`src/rtl/led_pattern_gen.sv`:
```
// led_pattern_gen: multi-channel LED driver. A shared prescaler (tick source)
// and a shared PWM counter feed CHANNELS independent mode engines, each set
// through a one-cycle write port. Every LED output is registered.
module led_pattern_gen #(
    parameter int CHANNELS  = 3,
    parameter int CH_BITS   = 2,
    parameter int CNT_WIDTH = 24,
    parameter int PWM_BITS  = 8
) (
    input  logic                clk,
    input  logic                rst,
    input  logic                wr_en,
    input  logic [CH_BITS-1:0]  wr_ch,
    input  logic [2:0]          wr_mode,
    input  logic [PWM_BITS-1:0] wr_arg,
    output logic                tick,
    output logic [CHANNELS-1:0] led
);

    typedef enum logic [2:0] {
        MODE_OFF     = 3'd0,
        MODE_ON      = 3'd1,
        MODE_BLINK   = 3'd2,
        MODE_PWM     = 3'd3,
        MODE_BREATHE = 3'd4,
        MODE_DOUBLE  = 3'd5
    } mode_e;

    // Breathe direction is the state of a two-state FSM per channel.
    typedef enum logic {
        DIR_UP   = 1'b0,
        DIR_DOWN = 1'b1
    } dir_e;

    // The mode is kept as raw bits so reserved codes 6/7 are stored as
    // written and simply decode to OFF.
    typedef struct packed {
        logic [2:0]          mode;
        logic [PWM_BITS-1:0] arg;
        logic [PWM_BITS-1:0] blink_cnt;
        logic                blink;
        logic [PWM_BITS-1:0] level;
        dir_e                dir;
    } chan_t;

    localparam chan_t CHAN_RESET = '{
        mode:      MODE_OFF,
        arg:       '0,
        blink_cnt: '0,
        blink:     1'b0,
        level:     '0,
        dir:       DIR_UP
    };

    localparam logic [PWM_BITS-1:0]  PWM_ONE = PWM_BITS'(1);
    localparam logic [PWM_BITS-1:0]  PWM_MAX = '1;
    localparam logic [CNT_WIDTH-1:0] CNT_ONE = CNT_WIDTH'(1);

    logic [CNT_WIDTH-1:0] prescaler_q, prescaler_d;
    logic [PWM_BITS-1:0]  pwm_cnt_q, pwm_cnt_d;
    logic [CHANNELS-1:0]  led_q, led_d;
    logic [CHANNELS-1:0]  wr_sel;
    chan_t                ch_q [CHANNELS];
    chan_t                ch_d [CHANNELS];

    assign tick = (prescaler_q == '1);
    assign led  = led_q;

    // Free-running shared counters; both wrap naturally.
    always_comb begin
        prescaler_d = prescaler_q + CNT_ONE;
        pwm_cnt_d   = pwm_cnt_q + PWM_ONE;
    end

    // Channel select for the write port; out-of-range wr_ch matches no channel
    // and the write is dropped.
    always_comb begin
        wr_sel = '0;
        for (int i = 0; i < CHANNELS; i++) begin
            wr_sel[i] = wr_en && (wr_ch == CH_BITS'(i));
        end
    end

    // Per-channel next state: a write reloads the channel and masks any tick
    // that lands on the same edge; otherwise a tick advances BLINK/BREATHE.
    always_comb begin
        for (int i = 0; i < CHANNELS; i++) begin
            // NOTE: every combinational output gets a default first so no path
            // leaves it unassigned, which would otherwise infer a latch.
            ch_d[i] = ch_q[i];
            if (wr_sel[i]) begin
                ch_d[i]      = CHAN_RESET;
                ch_d[i].mode = wr_mode;
                ch_d[i].arg  = wr_arg;
            end else if (tick) begin
                case (ch_q[i].mode)
                    MODE_BLINK: begin
                        if (ch_q[i].blink_cnt == ch_q[i].arg) begin
                            ch_d[i].blink_cnt = '0;
                            ch_d[i].blink     = ~ch_q[i].blink;
                        end else begin
                            ch_d[i].blink_cnt = ch_q[i].blink_cnt + PWM_ONE;
                        end
                    end
                    MODE_BREATHE: begin
                        case (ch_q[i].dir)
                            DIR_UP: begin
                                if (ch_q[i].level != PWM_MAX) begin
                                    ch_d[i].level = ch_q[i].level + PWM_ONE;
                                end
                                // Turn around on the tick that reaches the top.
                                if (ch_q[i].level >= PWM_MAX - PWM_ONE) begin
                                    ch_d[i].dir = DIR_DOWN;
                                end
                            end
                            default: begin
                                if (ch_q[i].level != '0) begin
                                    ch_d[i].level = ch_q[i].level - PWM_ONE;
                                end
                                // Turn around on the tick that reaches zero.
                                if (ch_q[i].level <= PWM_ONE) begin
                                    ch_d[i].dir = DIR_UP;
                                end
                            end
                        endcase
                    end
                    default: ;
                endcase
            end
        end
    end

    // LED drive decode from the registered channel state and shared counters.
    always_comb begin
        led_d = '0;
        for (int i = 0; i < CHANNELS; i++) begin
            case (ch_q[i].mode)
                MODE_ON:      led_d[i] = 1'b1;
                MODE_BLINK:   led_d[i] = ch_q[i].blink;
                MODE_PWM:     led_d[i] = (pwm_cnt_q < ch_q[i].arg);
                MODE_BREATHE: led_d[i] = (pwm_cnt_q < ch_q[i].level);
                MODE_DOUBLE:  led_d[i] = prescaler_q[CNT_WIDTH-1] & prescaler_q[CNT_WIDTH-2];
                default:      led_d[i] = 1'b0;
            endcase
        end
    end

    // State registers with synchronous reset; reset wins over any write.
    always_ff @(posedge clk) begin
        if (rst) begin
            // NOTE: sequential state uses non-blocking assignment so every flop
            // samples pre-edge values regardless of statement order.
            prescaler_q <= '0;
            pwm_cnt_q   <= '0;
            led_q       <= '0;
            // NOTE: the per-channel array is a handful of control flops, not a
            // RAM, so it is reset explicitly; no channel state survives reset.
            for (int i = 0; i < CHANNELS; i++) begin
                ch_q[i] <= CHAN_RESET;
            end
        end else begin
            prescaler_q <= prescaler_d;
            pwm_cnt_q   <= pwm_cnt_d;
            led_q       <= led_d;
            for (int i = 0; i < CHANNELS; i++) begin
                ch_q[i] <= ch_d[i];
            end
        end
    end

endmodule

```
`config.mk`:
```
export PLATFORM = sky130hd
export DESIGN_NAME = led_pattern_gen
export DESIGN_NICKNAME = d
export VERILOG_FILES = /design/src/rtl/led_pattern_gen.sv
export SDC_FILE = /design/constraint.sdc
export NUM_CORES = 1
export LEC_CHECK = 0
export BUFFER_PORTS_ARGS = -buffer_cell sky130_fd_sc_hd__buf_2
export CAP_MARGIN = 15
export CORE_ASPECT_RATIO = 0.75
export CORE_MARGIN = 1.5
export CORE_UTILIZATION = 55
export DETAILED_ROUTE_END_ITERATION = 16
export GPL_ROUTABILITY_DRIVEN = 0
export HOLD_SLACK_MARGIN = 0.06
export PLACE_DENSITY = 0.71
export SYNTH_ARGS = -nofsm -noshare
export SYNTH_HDL_FRONTEND = slang
export SYNTH_SLANG_ARGS = --single-unit
```
`constraint.sdc`:
```
create_clock -name clk -period 3.3 [get_ports clk]
set_input_delay 0.165 -clock clk [delete_from_list [all_inputs] [get_ports clk]]
set_output_delay 0.165 -clock clk [all_outputs]
set_load 0.02 [all_outputs]
```
==> results.md, run 1 <==
* Status: complete, no violations
* I/O pin total at 20
* Syn. warnings at 0
* Die area at between 0.01 and 0.015 mm²
* Setup tns final at 0 ns
* Avg Vias per Cell at 6.07
* H-tree levels at 4
* Yosys top cell by area: dfxtp_1
* Crit path max fanout at 10
* Reg area at roughly 0.0024 mm²
* Fill cells at 1,091
* Max IR drop VDD at 0.374 mV
* Vias in the first global route at between 6k and 7k
* Slew @ Worst Pin at 0.877 ns
* Rows at 36
* Post-CTS setup buffer count at 0
* Top FF cell, synth: dfxtp_1
* WL/cell at 17.5 µm
* Sink Count at ~120
* Distinct cells, synth at 61
* Initial core utilization at 56.4%
* Pwr/cell area at about 430 mW/mm²
* CP Data Arrival Time at 3.36 ns
* Worst-Skew Late Latency at 0.42 ns
* All-Layer GR Usage at ~28%
* IO Port Bufs at 19
* Largest net degree at the start of global routing at 54
* CTS max path bufs at 2
* Post-CTS Resized at 0
* Syn Inst Count at 875
* EDFF count, synth at 0
* DRT Wirelength at 18,900 µm
* Clock Tree Root: clkbuf_16
* Initial antenna violation count at 0
* TritonCTS clock tree: yes
* TritonRoute pass-1 iters at 5
* CP startpoint kind: register
* Most instantiated cells after synthesis: dfxtp_1, nor2_1, a21oi_1
* Unrepaired setup endpoints after global routing: no
* Core box area at ~0.013 mm²
* Fin Hold WS at 0.0749 ns
* Mapped Nets at between 900 and 1k
* Post-DP Area at 0.00758 mm²
* First-pass GRT wire length at just over 30,000 µm
* Inserted Clock Buffers at 17
* Area delta synth->final at 11.8%
* Share of the synthesized area in the top cell type at between 30% and 40%
* FFs w/ async S/R, synth at 0%
* Vias at between 6k and 7k
* Hold Violations, Final at 0
* Slew Viols, Final at 0
* Share of post-route cells with drive strength above 1 at around a tenth
* Min Tclk post-route at 3.05 ns
* Period utilization at between 90% and 100%
* Syn_area_per_cell at between 8 and 9 µm²
* Starting DRT DRC Count at 451
* Die width at between 100 and 150 µm
* Hold-fix buffers, CTS at 6
* Total power at 3.49 mW
* Crit Path Class: register to register
* HP Class: primary input to register
* Mapped cell area at roughly 0.0073 mm²
* Final Setup Violations at 0
* GRT overflow at 0
* Achievable Freq at 0.328 GHz
* Most frequent cell after synthesis: dfxtp_1
* Area of the multi-input gates at 0.00457 mm²
* Slew margin rel. at 41.0%
* Post-synthesis sequential area ratio at between 30 and 40%
* Antenna Cells at 0
* Nets@finish at 977
* DRC violations left at 0
* Maxcap violations at 0
* Crit path capture type: register
* CP required at 3.61 ns
* Routed Antenna Nets at 0
* Clk_skew at 0.00885 ns
* Hpwl dp at 13,300 µm
* Lkg Pwr at between 3 and 4 nW
* Top cells by area, synth: dfxtp_1, ha_1, xor2_1
* Yosys reg bits at 122
* Die Span Y at 103 µm
* Design area at 0.00819 mm²
* Clk slew on worst S/H paths at 0.06 ns
## registers in the layout, indices dropped and copies added (netlist names)
register and count:
ch_q 87, prescaler_q 24, led 3, pwm_cnt_q 8
## layer usage
| layer | vias to the layer above | track usage (%) | wire length (µm) |
|---|---|---|---|
| met4 | 0 | 10.8 | 410 |
| met2 | 217 | 42.8 | 8340 |
| met3 | 40 | 4.42 | 1130 |
| met1 | 3127 | 39.5 | 9040 |
| li1 | 3194 | - | - |
| met5 | - | 0 | 0 |
## logic make-up (layout without fill, tap and decap cells)
group	count (synthesis)	after routing	share of synthesized area [%]
XOR/XNOR	55	55	6.58
adder cells (fa/ha/maj)	62	62	10.6
AND/OR/NAND/NOR	352	352	26.3
multiplexers	35	35	4.82
flip-flops	122	122	33.4
AO/OA/AOI/OAI	170	170	14.1
buffers and inverters	79	116	4.26
## final cells by class
type                    count  area share [%]
flip-flops and latches    122            29.8
repair buffers             34            2.72
inverters                  50            2.29
multi-input cells         674            55.9
clock inverters            13            1.27
well taps                 171            2.61
clock buffers              19            5.41
## layout by cell type, fill, tap and decap left out, types with 4 or more instances in the layout
master,count
a21oi_1,70
or3b_2,7
ha_1,62
mux2i_1,33
and2_1,6
or4_1,11
or3_1,23
dfxtp_1,122
buf_2,19
nor2_1,89
and3_1,7
nand3b_1,4
nand4_1,18
buf_4,9
nor3_1,17
xor2_1,42
o21ai_0,30
nor4_1,18
nor2b_1,7
o31ai_1,10
xnor2_1,13
inv_1,49
or2_2,6
nand3_1,33
clkbuf_16,17
clkinvlp_4,4
nand2b_1,13
clkinv_2,7
o22ai_1,13
dlygate4sd3_1,6
a21o_1,11
nand2_1,61
nor4b_1,4
o211ai_1,9
a211oi_1,8
nor3b_1,4
## stage by stage
step / cells / setup WS (ns) / util [%]
after global routing: 1083 / 0.0887 / 63.1
after CTS: 1083 / 0.242 / 63.1
after floorplan: 875 / 0.589 / -
after global placement: 1045 / 0.372 / 58.4
final: 1083 / 0.252 / 63.1
after detailed placement: 1045 / 0.250 / 58.4
## power breakdown
part / switching, mW / total, mW / internal, mW
Combinational: 0.131 / 0.216 / 0.0851
Clock: 0.706 / 1.75 / 1.04
Sequential: 0.0337 / 1.53 / 1.49
Total: 0.870 / 3.49 / 2.62
## worst max-delay path, cell delays in order, from the launching register on
cell and delay [ns]:
dfxtp_1 0.37, ha_1 0.25, nand3_4 0.13, or4_4 0.62, or4_1 0.76, nor4b_1 0.42, mux2_2 0.37
## worst paths after layout
check | start | to | slack [ns] | cells after the start
min | wr_arg[3] | ch_q[0][21]$_SDFFE_PP0P_ | 0.07 | 3
max | prescaler_q[0]$_SDFF_PP0_ | ch_q[0][8]$_SDFFE_PP0P_ | 0.25 | 6
max reg2reg | prescaler_q[0]$_SDFF_PP0_ | ch_q[0][8]$_SDFFE_PP0P_ | 0.25 | 6
min reg2reg | prescaler_q[0]$_SDFF_PP0_ | prescaler_q[0]$_SDFF_PP0_ | 0.46 | 1
Power figures use the tool's default switching activity.
==> inputs of run 2 (changes only) <==
Settings changed: PLACE_DENSITY 0.71 to unset, PLACE_DENSITY_LB_ADDON set to 0.2.
==> run 2 against run 1 <==
Against the previous run: clock-buffer cell count grew 3; cell area grew 1.4%; critical path depth is the same; clock skew grew 0.0012 ns; critical path type unchanged.
==> results.md, run 2 (synthesis results as in run 1) <==
* Achievable Freq at 0.323 GHz (-1.6%)
* Slew Viols, Final at 0 (unchanged)
* Post-CTS setup buffer count at 0 (unchanged)
* Largest net degree at the start of global routing at 57 (+5.6%)
* Core box area at 0.0130 mm² (unchanged)
* Worst-Skew Late Latency at 0.43 ns (about the same)
* DRC violations left at 0 (unchanged)
* IO Port Bufs at 19 (unchanged)
* Pwr/cell area at 462 mW/mm² (+8.3%)
* Lkg Pwr at 3.26 nW (+1.6%)
* Unrepaired setup endpoints after global routing: no
* GRT overflow at 0 (unchanged)
* Final Setup Violations at 0 (unchanged)
* Design area at 0.00830 mm² (+1.4%)
* Crit path max fanout at 12 (+2)
* Clk slew on worst S/H paths at 0.06 ns (about the same)
* Min Tclk post-route at 3.10 ns (+0.0493 ns)
* FF-to-FF End: ch_q[0][8]$_SDFFE_PP0P_
* Maxcap violations at 0 (unchanged)
* I/O pin total at 20 (unchanged)
* Post-DP Area at 0.00757 mm² (about the same)
* TritonRoute pass-1 iters at 5 (unchanged)
* All-Layer GR Usage at 28.2% (+0.29 points)
* Status: complete, no violations
* TritonCTS clock tree: yes
* Crit Path Class: register to register
* Inserted Clock Buffers at 17 (unchanged)
* Max FFs per register at 87 (unchanged)
* Die Span Y at 103 µm (unchanged)
* Fin Hold WS at 0.0738 ns (-0.00102 ns)
* H-tree levels at 4 (unchanged)
* Initial core utilization at 56.4% (unchanged)
* Nets@finish at 977 (unchanged)
* Post-CTS Resized at 0 (unchanged)
* Top reg by flops: ch_q
* Clock Tree Root: clkbuf_16
* Commonest non-fill, non-tap cell in the layout: dfxtp_1
* Vias in the first global route at 6,119 (-0.71%)
* Slew margin rel. at 35.3% (-5.7 points)
* DRT Wirelength at 18,800 µm (-0.60%)
* Crit. Startpoint: prescaler_q[0]$_SDFF_PP0_
* Clk_skew at 0.0100 ns (+0.00118 ns)
* Area delta synth->final at 13.4%
* HP Class: primary input to register
* Setup tns final at 0 ns (unchanged)
* CP startpoint kind: register
* Period utilization at 93.9% (+1.5 points)
* Biggest regs: ch_q: 87 flops, prescaler_q: 24 flops, pwm_cnt_q: 8 flops
* Share of post-route cells with drive strength above 1 at 9.32% (-0.22 points)
* First-pass GRT wire length at 30,700 µm (-0.38%)
* Antenna Cells at 0 (unchanged)
* R2r setup slk at 0.20 ns (-0.05 ns)
* Initial antenna violation count at 0 (unchanged)
* Slew @ Worst Pin at 0.962 ns (+0.0845 ns)
* Hpwl dp at 13,400 µm (+1.0%)
* Starting DRT DRC Count at 406 (-10%)
* WL/cell at 17.4 µm (-0.60%)
* R2R Path Start: prescaler_q[0]$_SDFF_PP0_
* CTS max path bufs at 2 (unchanged)
* Hold Violations, Final at 0 (unchanged)
* Max IR drop VDD at 0.414 mV (+11%)
* Die area at 0.0140 mm² (unchanged)
* CP required at 3.61 ns (about the same)
* Routed Antenna Nets at 0 (unchanged)
* CP Data Arrival Time at 3.41 ns (+0.05 ns)
* Crit path to: ch_q[0][8]$_SDFFE_PP0P_
* Reg2Reg Depth at 6 (unchanged)
* Vias at 6,579 (+0.015%)
* Avg Vias per Cell at 6.07 (about the same)
* Sink Count at 122 (unchanged)
* Most frequent cells in the layout: dfxtp_1, nor2_1, a21oi_1, ha_1, nand2_1
* Crit path capture type: register
* Rows at 36 (unchanged)
* Die width at 136 µm (unchanged)
-- run 2: changes by cell type in the layout (fill, tap and decap cells not counted), sizes merged --
cell	delta
buf	-1
bufinv	+4
clkbuf	+3
clkinv	-6
clkinvlp	-2
dlygate4sd3	+1
inv	+1
-- run 2: critical path, stage by stage (launching register included) --
cell,delay (ns)
dfxtp_1,0.37
ha_1,0.25
nand3_4,0.13
or4_4,0.64
or4_1,0.76
nor4b_1,0.46
mux2_2,0.38
-- run 2: how the worst min path moves through the flow --
stage                                          from                         to  slack (ns)  cells past startpoint
after floorplan                           wr_arg[1]   ch_q[0][19]$_SDFFE_PP0P_        0.30                      2
after global placement    prescaler_q[0]$_SDFF_PP0_  prescaler_q[0]$_SDFF_PP0_        0.44                      1
after detailed placement  prescaler_q[0]$_SDFF_PP0_  prescaler_q[0]$_SDFF_PP0_        0.46                      1
after CTS                                 wr_arg[2]   ch_q[0][78]$_SDFFE_PP0P_        0.06                      3
after global routing                      wr_arg[6]   ch_q[0][24]$_SDFFE_PP0P_        0.08                      3
final                                    wr_mode[0]   ch_q[0][84]$_SDFFE_PP0P_        0.07                      3
-- run 2: timing repair --
| action | in CTS | in global routing |
|---|---|---|
| endpoints found under the hold margin | 17 | 0 |
| setup endpoints to repair | 0 | 0 |
| hold buffers | 7 | 0 |
-- run 2: area by class of cell --
class	instances	area [µm²]
clock buffers	22	474
clock inverters	10	188
fillers	1057	4670
inverters	50	188
multi-input cells	674	4570
flip-flops and latches	122	2440
well taps	171	214
repair buffers	34	225
-- run 2: power by group --
part,leakage (nW),switching (mW),internal (mW)
clock network,0.317,0.692,1.40
registers,0.986,0.0321,1.49
logic,1.96,0.131,0.0859
-- run 2: stage by stage --
step	setup WS [ns]	instances	power (mW)	util, %
final	0.202	1083	3.84	64.0
after global routing	0.0493	1083	3.95	64.0
after CTS	0.210	1083	3.85	64.0
after detailed placement	0.214	1044	1.76	58.4
after global placement	0.350	1044	1.75	58.4
after floorplan	0.589	875	1.70	-
-- run 2: metal layers --
layer	up-vias	share of wire (%)	track usage, %	wire length (µm)
met3	26	5.6	5.51	1050
met2	211	45	44.1	8410
li1	3197	-	-	-
met4	0	1.4	8.92	264
met5	-	0	0	0
met1	3145	48	39.4	9080
==> inputs of run 3 (changes only) <==
Settings changed: CORE_ASPECT_RATIO 0.75 to unset, RECOVER_POWER set to 50.
==> run 3 against run 2 <==
Against the previous run: worst setup slack improved by 0.051 ns; combinational power is essentially flat; routed wire length shrank 2.6%; via count shrank 0.30%; power down 7.0%; clock skew fell by 0.0022 ns; critical path type unchanged; largest cell class unchanged; highest routed layer unchanged.
==> results.md, run 3 (synthesis results as in run 1) <==
* TritonRoute pass-1 iters at 8 (+3)
* CP max stage delay at 0.74 ns (-0.02 ns)
* DRC violations left at 0 (unchanged)
* CP startpoint kind: register
* Routed Antenna Nets at 0 (unchanged)
* Clk_skew at 0.00783 ns (-0.00221 ns)
* H-tree levels at 4 (unchanged)
* Avg Vias per Cell at 6.04 (-0.58%)
* Unrepaired setup endpoints after global routing: no
* Slew margin rel. at 6.22% (-29 points)
* HP Class: primary input to register
* Starting DRT DRC Count at 537 (+32%)
* All-Layer GR Usage at 26.7% (-1.5 points)
* Post-CTS setup buffer count at 0 (unchanged)
* Inserted Clock Buffers at 17 (unchanged)
* Post-CTS Resized at 0 (unchanged)
* Worst-Skew Late Latency at 0.42 ns (about the same)
* Nets@finish at 981 (+0.41%)
* TritonCTS clock tree: yes
* WL/cell at 16.9 µm (-2.9%)
* First-pass GRT wire length at 30,400 µm (-0.97%)
* Pre-CTS setup slack at 0.250 ns (+0.0362 ns)
* Crit path buffers/inverters at 0 (unchanged)
* Status: complete, no violations
* Achievable Freq at 0.328 GHz (+1.7%)
* Most frequent cells in the layout: dfxtp_1, nor2_1, a21oi_1, ha_1, nand2_1
* Largest net degree at the start of global routing at 33 (-42%)
* Top delay family on crit path: simple AND/OR/NAND/NOR gates
* CP required at 3.61 ns (about the same)
* Met3 GRT Util at 5.98% (+0.48 points)
* Slew Viols, Final at 0 (unchanged)
* Hpwl dp at 13,000 µm (-3.2%)
* M2 GR Usage at 42.0% (-2.1 points)
* Die width at 118 µm (-13%)
* Clk slew on worst S/H paths at 0.05 ns (about the same)
* Max IR drop VDD at 0.464 mV (+12%)
* Final Setup Violations at 0 (unchanged)
* Biggest regs: ch_q: 87 flops, prescaler_q: 24 flops, pwm_cnt_q: 8 flops
* Period utilization at 92.3% (-1.5 points)
* Setup tns final at 0 ns (unchanged)
* Lkg Pwr at 3.18 nW (-2.5%)
* Maxcap violations at 0 (unchanged)
* Cell chain of the critical path: ha_1 > nand3_4 > or4_4 > or4_1 > nor4b_1 > mux2_2
* Busiest grt layer: met2
* Clock Tree Root: clkbuf_16
* Crit path max fanout at 12 (unchanged)
* Vias in the first global route at 6,255 (+2.2%)
* Fill cells at 1,098 (+3.9%)
* Pwr/cell area at 434 mW/mm² (-6.1%)
* Die Span Y at 118 µm (+15%)
* DRT Wirelength at 18,300 µm (-2.6%)
* Top reg by flops: ch_q
* Max FFs per register at 87 (unchanged)
* CP Data Arrival Time at 3.35 ns (-0.06 ns)
* Initial core utilization at 57.1% (+0.65 points)
* CTS max path bufs at 2 (unchanged)
* Rows at 41 (+14%)
* Area delta synth->final at 12.4%
* IO Port Bufs at 19 (unchanged)
* Min Tclk post-route at 3.05 ns (-0.0511 ns)
* I/O pin total at 20 (unchanged)
* Core box area at 0.0128 mm² (-1.1%)
* Initial antenna violation count at 0 (unchanged)
* Vias at 6,559 (-0.30%)
* Placed insts at 1,046 (+0.19%)
* Slew @ Worst Pin at 1.41 ns (+0.445 ns)
* Sink Count at 122 (unchanged)
* Hold-fix buffers, CTS at 10 (+3)
* Hold Violations, Final at 0 (unchanged)
* GRT overflow at 0 (unchanged)
* Slowest-stage cell, CP: or4_1
* GR Util met1 at 34.8% (-4.6 points)
* Crit Path Class: register to register
* Share of post-route cells with drive strength above 1 at 7.77% (-1.6 points)
* Antenna Cells at 0 (unchanged)
* Die area at 0.0140 mm² (about the same)
* Final cell count without fillers at 1,086 (+0.28%)
* Commonest non-fill, non-tap cell in the layout: dfxtp_1
* PnR worst setup slack at 0.253 ns (+0.0511 ns)
* Crit path capture type: register
run 3: report_power, final:
part	internal (mW)	total (mW)	leakage, nW	switching (mW)
Clock	1.14	1.83	0.265	0.692
Sequential	1.49	1.53	0.986	0.0318
Combinational	0.0858	0.214	1.93	0.128
Total	2.72	3.57	3.18	0.853
run 3: worst reg2reg max path: stages, from the launching register on:
cell	delay, ns
dfxtp_1	0.37
ha_1	0.25
nand3_4	0.14
or4_4	0.65
or4_1	0.74
nor4b_1	0.40
mux2_2	0.38
run 3: metrics by stage:
step | instance area, µm² | power, mW | util [%] | hold slack, ns
finish | 8230 | 3.57 | 64.1 | 0.0940
global route | 8230 | 3.69 | 64.1 | 0.0870
CTS | 8260 | 3.59 | 64.4 | 0.0855
detailed placement | 7580 | 1.76 | 59.1 | 0.457
global placement | 7580 | 1.75 | 59.1 | 0.440
floorplan | 7320 | 1.70 | - | 0.304
run 3: metal layers:
layer  part of all wire [%]  wire length (µm)
met5                      0                 0
met4                    3.6               656
met3                    5.5              1010
met2                     46              8360
met1                     45              8290
run 3: area by class of cell:
cell class                      count  area (µm²)  area share [%]
Clock inverter                     11         124            1.51
Sequential cell                   122        2440            29.7
Inverter                           50         188            2.28
Clock buffer                       19         453            5.51
Timing Repair Buffer               38         238            2.89
Multi-Input combinational cell    674        4570            55.5
Tap cell                          172         215            2.62
run 3: final timing paths:
kind	startpoint	to	slack, ns	cells past startpoint
max	prescaler_q[0]$_SDFF_PP0_	ch_q[0][8]$_SDFFE_PP0P_	0.25	6
min	wr_mode[2]	ch_q[0][86]$_SDFFE_PP0P_	0.09	3
max reg2reg	prescaler_q[0]$_SDFF_PP0_	ch_q[0][8]$_SDFFE_PP0P_	0.25	6
min reg2reg	prescaler_q[0]$_SDFF_PP0_	prescaler_q[0]$_SDFF_PP0_	0.48	1
